File: src/rtl/bcd_stopwatch_if.sv
// Control and display bundle of the bcd_stopwatch core: the master drives the
// ticks and buttons, the slave (the core) drives the BCD digits and status.
interface bcd_stopwatch_if;
    logic       tick_norm;
    logic       tick_adj;
    logic       adj;
    logic       sel;
    logic       dir;
    logic       pause_btn;
    logic       lap;
    logic [3:0] min_tens;
    logic [3:0] min_ones;
    logic [3:0] sec_tens;
    logic [3:0] sec_ones;
    logic       paused;
    logic       wrap;
    logic       lap_active;

    modport master (
        output tick_norm, tick_adj, adj, sel, dir, pause_btn, lap,
        input  min_tens, min_ones, sec_tens, sec_ones, paused, wrap, lap_active
    );

    modport slave (
        input  tick_norm, tick_adj, adj, sel, dir, pause_btn, lap,
        output min_tens, min_ones, sec_tens, sec_ones, paused, wrap, lap_active
    );
endinterface

File: src/rtl/bcd_stopwatch.sv
// mm:ss up/down stopwatch counting directly in BCD digits, with adjust mode,
// pause toggle and wrap pulse. Define STOPWATCH_LAP_EN to add the lap freeze.
module bcd_stopwatch #(
    parameter int unsigned MAX_MIN = 59
) (
    input  logic            clock,
    input  logic            reset,
    bcd_stopwatch_if.slave  sw
);
    localparam logic [3:0] MAX_TENS = 4'(MAX_MIN / 10);
    localparam logic [3:0] MAX_ONES = 4'(MAX_MIN % 10);

    typedef struct packed {
        logic [3:0] tens;
        logic [3:0] ones;
        logic       rolled;
    } step_t;

    // One BCD step of a two-digit field bounded by max; rolled flags the full-range wrap.
    function automatic step_t bcd_step(input logic [3:0] tens, input logic [3:0] ones,
                                       input logic [3:0] max_tens, input logic [3:0] max_ones,
                                       input logic down);
        step_t r;
        r.tens   = tens;
        r.ones   = ones;
        r.rolled = 1'b0;
        if (!down) begin
            if (tens == max_tens && ones == max_ones) begin
                r.tens   = 4'd0;
                r.ones   = 4'd0;
                r.rolled = 1'b1;
            end else if (ones == 4'd9) begin
                r.ones = 4'd0;
                r.tens = tens + 4'd1;
            end else begin
                r.ones = ones + 4'd1;
            end
        end else begin
            if (tens == 4'd0 && ones == 4'd0) begin
                r.tens   = max_tens;
                r.ones   = max_ones;
                r.rolled = 1'b1;
            end else if (ones == 4'd0) begin
                r.ones = 4'd9;
                r.tens = tens - 4'd1;
            end else begin
                r.ones = ones - 4'd1;
            end
        end
        return r;
    endfunction

    logic [3:0] min_tens, min_ones, sec_tens, sec_ones;
    logic [3:0] next_min_tens, next_min_ones, next_sec_tens, next_sec_ones;
    logic       next_wrap;
    logic       pause_q;
    logic       paused;
    logic       wrap;
    step_t      sec_step;
    step_t      min_step;

    always_comb begin
        sec_step = bcd_step(sec_tens, sec_ones, 4'd5, 4'd9, sw.dir);
        min_step = bcd_step(min_tens, min_ones, MAX_TENS, MAX_ONES, sw.dir);
        // NOTE: every output gets a default first so no path can infer a latch.
        next_min_tens = min_tens;
        next_min_ones = min_ones;
        next_sec_tens = sec_tens;
        next_sec_ones = sec_ones;
        next_wrap     = 1'b0;
        if (!sw.adj && sw.tick_norm) begin
            next_sec_tens = sec_step.tens;
            next_sec_ones = sec_step.ones;
            if (sec_step.rolled) begin
                next_min_tens = min_step.tens;
                next_min_ones = min_step.ones;
                next_wrap     = min_step.rolled;
            end
        end else if (sw.adj && sw.tick_adj) begin
            if (sw.sel) begin
                next_sec_tens = sec_step.tens;
                next_sec_ones = sec_step.ones;
            end else begin
                next_min_tens = min_step.tens;
                next_min_ones = min_step.ones;
            end
        end
    end

    always_ff @(posedge clock) begin
        // NOTE: non-blocking assignments so every register samples pre-edge values.
        pause_q <= sw.pause_btn;
        if (reset) begin
            min_tens <= 4'd0;
            min_ones <= 4'd0;
            sec_tens <= 4'd0;
            sec_ones <= 4'd0;
            paused   <= 1'b0;
            wrap     <= 1'b0;
        end else begin
            if (sw.pause_btn && !pause_q) paused <= !paused;
            wrap <= 1'b0;
            // Gated by the registered paused, so a same-cycle toggle does not affect this tick.
            if (!paused) begin
                min_tens <= next_min_tens;
                min_ones <= next_min_ones;
                sec_tens <= next_sec_tens;
                sec_ones <= next_sec_ones;
                wrap     <= next_wrap;
            end
        end
    end

    assign sw.paused = paused;
    assign sw.wrap   = wrap;

`ifdef STOPWATCH_LAP_EN
    logic       lap_q;
    logic       lap_active;
    logic       lap_edge;
    logic [3:0] frz_min_tens, frz_min_ones, frz_sec_tens, frz_sec_ones;

    assign lap_edge = sw.lap && !lap_q;

    always_ff @(posedge clock) begin
        lap_q <= sw.lap;
        if (reset) lap_active <= 1'b0;
        else if (lap_edge) lap_active <= !lap_active;
    end

    // NOTE: the frozen copy carries no reset; it is only shown while lap_active is set.
    always_ff @(posedge clock) begin
        if (!reset && lap_edge && !lap_active) begin
            frz_min_tens <= min_tens;
            frz_min_ones <= min_ones;
            frz_sec_tens <= sec_tens;
            frz_sec_ones <= sec_ones;
        end
    end

    assign sw.lap_active = lap_active;
    assign sw.min_tens   = lap_active ? frz_min_tens : min_tens;
    assign sw.min_ones   = lap_active ? frz_min_ones : min_ones;
    assign sw.sec_tens   = lap_active ? frz_sec_tens : sec_tens;
    assign sw.sec_ones   = lap_active ? frz_sec_ones : sec_ones;
`else
    assign sw.lap_active = 1'b0;
    assign sw.min_tens   = min_tens;
    assign sw.min_ones   = min_ones;
    assign sw.sec_tens   = sec_tens;
    assign sw.sec_ones   = sec_ones;
`endif
endmodule

File: src/flat_wrapper.sv
// flat-port wrapper written by rule: the top's interface ports become plain ports
module bcd_stopwatch_flat 
#(
    parameter int unsigned MAX_MIN = 59
)
  (clock, reset, sw_tick_norm, sw_tick_adj, sw_adj, sw_sel, sw_dir, sw_pause_btn, sw_lap, sw_min_tens, sw_min_ones, sw_sec_tens, sw_sec_ones, sw_paused, sw_wrap, sw_lap_active);
  bcd_stopwatch_if sw_i ();
  input  logic clock;
  input  logic reset;
  input wire logic [$bits(sw_i.tick_norm)-1:0] sw_tick_norm;
  input wire logic [$bits(sw_i.tick_adj)-1:0] sw_tick_adj;
  input wire logic [$bits(sw_i.adj)-1:0] sw_adj;
  input wire logic [$bits(sw_i.sel)-1:0] sw_sel;
  input wire logic [$bits(sw_i.dir)-1:0] sw_dir;
  input wire logic [$bits(sw_i.pause_btn)-1:0] sw_pause_btn;
  input wire logic [$bits(sw_i.lap)-1:0] sw_lap;
  output wire logic [$bits(sw_i.min_tens)-1:0] sw_min_tens;
  output wire logic [$bits(sw_i.min_ones)-1:0] sw_min_ones;
  output wire logic [$bits(sw_i.sec_tens)-1:0] sw_sec_tens;
  output wire logic [$bits(sw_i.sec_ones)-1:0] sw_sec_ones;
  output wire logic [$bits(sw_i.paused)-1:0] sw_paused;
  output wire logic [$bits(sw_i.wrap)-1:0] sw_wrap;
  output wire logic [$bits(sw_i.lap_active)-1:0] sw_lap_active;
  assign sw_i.tick_norm = sw_tick_norm;
  assign sw_i.tick_adj = sw_tick_adj;
  assign sw_i.adj = sw_adj;
  assign sw_i.sel = sw_sel;
  assign sw_i.dir = sw_dir;
  assign sw_i.pause_btn = sw_pause_btn;
  assign sw_i.lap = sw_lap;
  assign sw_min_tens = sw_i.min_tens;
  assign sw_min_ones = sw_i.min_ones;
  assign sw_sec_tens = sw_i.sec_tens;
  assign sw_sec_ones = sw_i.sec_ones;
  assign sw_paused = sw_i.paused;
  assign sw_wrap = sw_i.wrap;
  assign sw_lap_active = sw_i.lap_active;
  bcd_stopwatch #(.MAX_MIN(MAX_MIN)) u_core (.clock(clock), .reset(reset), .sw(sw_i));
endmodule
File: config.mk
export PLATFORM = sky130hd
export DESIGN_NAME = bcd_stopwatch_flat
export DESIGN_NICKNAME = d
export VERILOG_FILES = /design/src/rtl/bcd_stopwatch_if.sv /design/src/rtl/bcd_stopwatch.sv /design/src/flat_wrapper.sv
export SDC_FILE = /design/constraint.sdc
export NUM_CORES = 1
export LEC_CHECK = 0
export ABC_AREA = 1
export CORE_MARGIN = 5
export CORE_UTILIZATION = 47
export DETAILED_ROUTE_END_ITERATION = 12
export PLACE_DENSITY = 0.79
export RECOVER_POWER = 100
export SLEW_MARGIN = 20
export SYNTH_ARGS = -nofsm -noshare
export SYNTH_HDL_FRONTEND = slang
export SYNTH_SLANG_ARGS = --single-unit
File: constraint.sdc
create_clock -name clock -period 1.6 [get_ports clock]
set_input_delay 0.16 -clock clock [delete_from_list [all_inputs] [get_ports clock]]
set_output_delay 0.16 -clock clock [all_outputs]
set_load 0.02 [all_outputs]
==> flow_summary.ini <==
[status]
outcome = complete, but fails checks
violations = negative setup slack

[cells_and_area]
syn_to_final_growth_pct = 40.5
drive_gt1_share_pct = 23.0
fin_nets = 293
antennaDiodeCount = 0

[global_route]
grt_pass1_wl_um = 6240
grt_max_degree = 14
first_global_vias = 1554
use_met2_pct = 31.5
busiest_layer = met2
gr-usage-all-layers_pct = 18.1
met3_usage_pct = 4.25
use_met1_pct = 20.9
antenna_found_initial = 0
overflow = 0

[synthesis]
synth_area_leaders = dfxtp_1 (26%), ha_1 (12%), nand2_1 (10%)
synth_warnings = 0
synth_fa_ha_area_share_pct = 11.9
syn_area_um2 = 1470
synth_nets = 244
synth_top_area_share_pct = 25.8
yosysTopAreaCell = dfxtp_1
synth-xor-area-share_pct = 7.14
synth_top_family_by_area = simple AND/OR/NAND/NOR gates
ys_seq_area_share_pct = 25.8
syn_inst = 221
synth-compound-area-share_pct = 16.1
yosys.cell_types.count = 28
synthMuxAreaShare_pct = 0
ys_ff_latch = 19
synthSimpleGateAreaFrac_pct = 28.7
syn_avg_cell_area_um2 = 6.66

[power_and_ir_drop]
power.share.sequential_pct = 39.4
clkPwrFrac_pct = 19.0
peakVddDrop_mv = 0.579
power.total_mw = 1.38
comb_power_share_pct = 41.7
netSwitchingPower_uw = 525
p_sw_share_pct = 38.1
p_leak_nw = 1.04
power_density_nw_per_um2 = 666
internal-power_uw = 853

[timing]
final_max_slew_viol_count = 0
hold_violations = 0
worst_slack_ns = -0.00546
grt_setup_unrepaired = true
fin_skew_ns = 0.00445
fmax_ghz = 0.623
period_minus_slack_ns = 1.61
setup_viol = 1
finalCritPeriodShare_pct = 100
fin_setup_tns_ns = -0.00546

[worst_setup_path]
crit_arrival_ns = 1.82
rrSetupSlack_ns = -0.005
cp-end-kind = flip-flop
critPathRequiredTime_ns = 1.82
max_stage_delay_ns = 0.38
crit_type = reg2reg
cp_slowest_cell = dfxtp_4
path_cells = inv_1, ha_2, nand3_4, nand2_1, nand3_1, inv_2, o21ai_1, a21oi_1, nor2_1
crit_fanout = 5
startpoint_type = flip-flop

[route]
wl_per_cell_um = 12.4
ant_nets = 0
vias_per_cell = 4.96
route.detailed.drc = 0
vias = 1554
drt_iter0_drc = 107
drtPass1Iterations = 4
wirelength_um = 3890

[clock_network]
clock_tree.root_cell = clkbuf_4
cts_hold_buffers = 0
clk_latency_ns = 0.31
cts_buffers = 3
clockBufferDepth = 2
htree_levels = 1
clk_pin_slew_ns = 0.12
cts_tree = done
clock-sinks = 19

[floorplanning]
die_x_um = 66.0
die_y_um = 66.0
initial_core_util_pct = 48.6
pin_count = 28
core_um2 = 3030
row_count = 20
dieArea_um2 = 4350

[place]
routabilityCongestion = 0.897
port-buffer-count = 25
post-dp-hpwl_um = 2730

[min_path]
hp-class = in2reg

[run]
drv_cap = 0
[cell families after synthesis]
kind of cell	after synthesis
AO/OA/AOI/OAI	43
XOR/XNOR	12
adder cells (fa/ha/maj)	14
buffers and inverters	38
flip-flops	19
other	1
AND/OR/NAND/NOR	94
[cells in the mapped netlist, drive strengths merged]
master / n
nand2: 45
nand4: 2
o21ai: 22
dfxtp: 19
a21oi: 12
nor2: 29
xnor2: 5
a31oi: 2
clkbuf: 1
o22ai: 2
inv: 34
a211oi: 2
o21a: 1
ha: 14
conb: 1
buf: 3
nand3: 18
o211ai: 2
xor2: 7
[placed cells by master, fill, tap and decap left out, drive strengths merged]
cell,instances
a211oi,2
a21oi,12
a31oi,2
buf,23
clkbuf,3
clkdlybuf4s50,15
clkinvlp,1
conb,1
dfxtp,19
dlygate4sd2,4
dlygate4sd3,1
dlymetal6s2s,5
ha,14
inv,34
nand2,45
nand3,18
nand4,2
nor2,29
o211ai,2
o21a,1
o21ai,22
o22ai,2
xnor2,5
xor2,7
[state kept, by name, summed over array words and instances, names as in the netlist]
| signal | cells |
|---|---|
| u_core.sw.min_ones | 4 |
| u_core.sw.min_tens | 4 |
| u_core.sw.sec_ones | 4 |
| u_core.sw.sec_tens | 4 |
| u_core.pause_q | 1 |
| u_core.sw.paused | 1 |
| u_core.sw.wrap | 1 |
[worst max-delay path: cells and delay by family (launching register included)]
family / cells / cell delay, ns
simple gates: 4 / 0.49
buf+inv: 2 / 0.23
fa+ha+maj: 1 / 0.21
compound gates: 2 / 0.20
flops: 1 / 0.38
[repair_timing]
action | 4_1_cts | 5_1_grt
buffers inserted | 3 | 3
gates resized for setup | 15 | 28
setup endpoints to repair | 9 | 18
pin swaps | 8 | 16
[power groups by stage]
stage | Combinational, mW | Clock [mW] | Sequential (mW)
after floorplan | 0.279 | 0 | 0.587
after global placement | 0.496 | 0 | 0.549
after detailed placement | 0.507 | 0 | 0.550
after CTS | 0.523 | 0.276 | 0.538
after global routing | 0.638 | 0.295 | 0.549
final | 0.574 | 0.261 | 0.542
[final timing paths]
path	from	depth (start not counted)	to
setup / recovery	u_core.sw.sec_ones[0]$_SDFFE_PP0P_	9	u_core.sw.sec_tens[3]$_SDFFE_PP0P_
hold reg to reg	u_core.sw.min_ones[0]$_SDFFE_PP0P_	2	u_core.sw.min_ones[0]$_SDFFE_PP0P_
setup reg to reg	u_core.sw.sec_ones[0]$_SDFFE_PP0P_	9	u_core.sw.sec_tens[3]$_SDFFE_PP0P_
hold / removal	sw_pause_btn	1	u_core.pause_q$_DFF_P_
[stage by stage]
stage	util (%)	hold slack (ns)	worst slack, ns	instances	area [um^2]
after floorplan	-	0.188	0.0180	221	1470
after global placement	62.2	0.507	-0.0276	303	1880
after detailed placement	62.2	0.514	-0.0591	303	1880
after CTS	64.6	0.319	-0.0144	310	1960
after global routing	68.3	0.404	-0.149	313	2070
final	68.3	0.430	-0.00546	313	2070
[routing by layer]
layer / vias to the layer above / share of wire (%)
li1: 804 / -
met5: - / 0
met4: 0 / 0.85
met1: 706 / 43
met3: 4 / 4.3
met2: 40 / 52
[area by class of cell]
type | instances | area [um^2]
fillers | 251 | 958
inverters | 34 | 133
repair buffers | 48 | 434
multi-input cells | 164 | 1030
well taps | 44 | 55.1
clock inverters | 1 | 7.51
clock buffers | 3 | 22.5
flip-flops and latches | 19 | 392
Power figures use the tool's default switching activity.
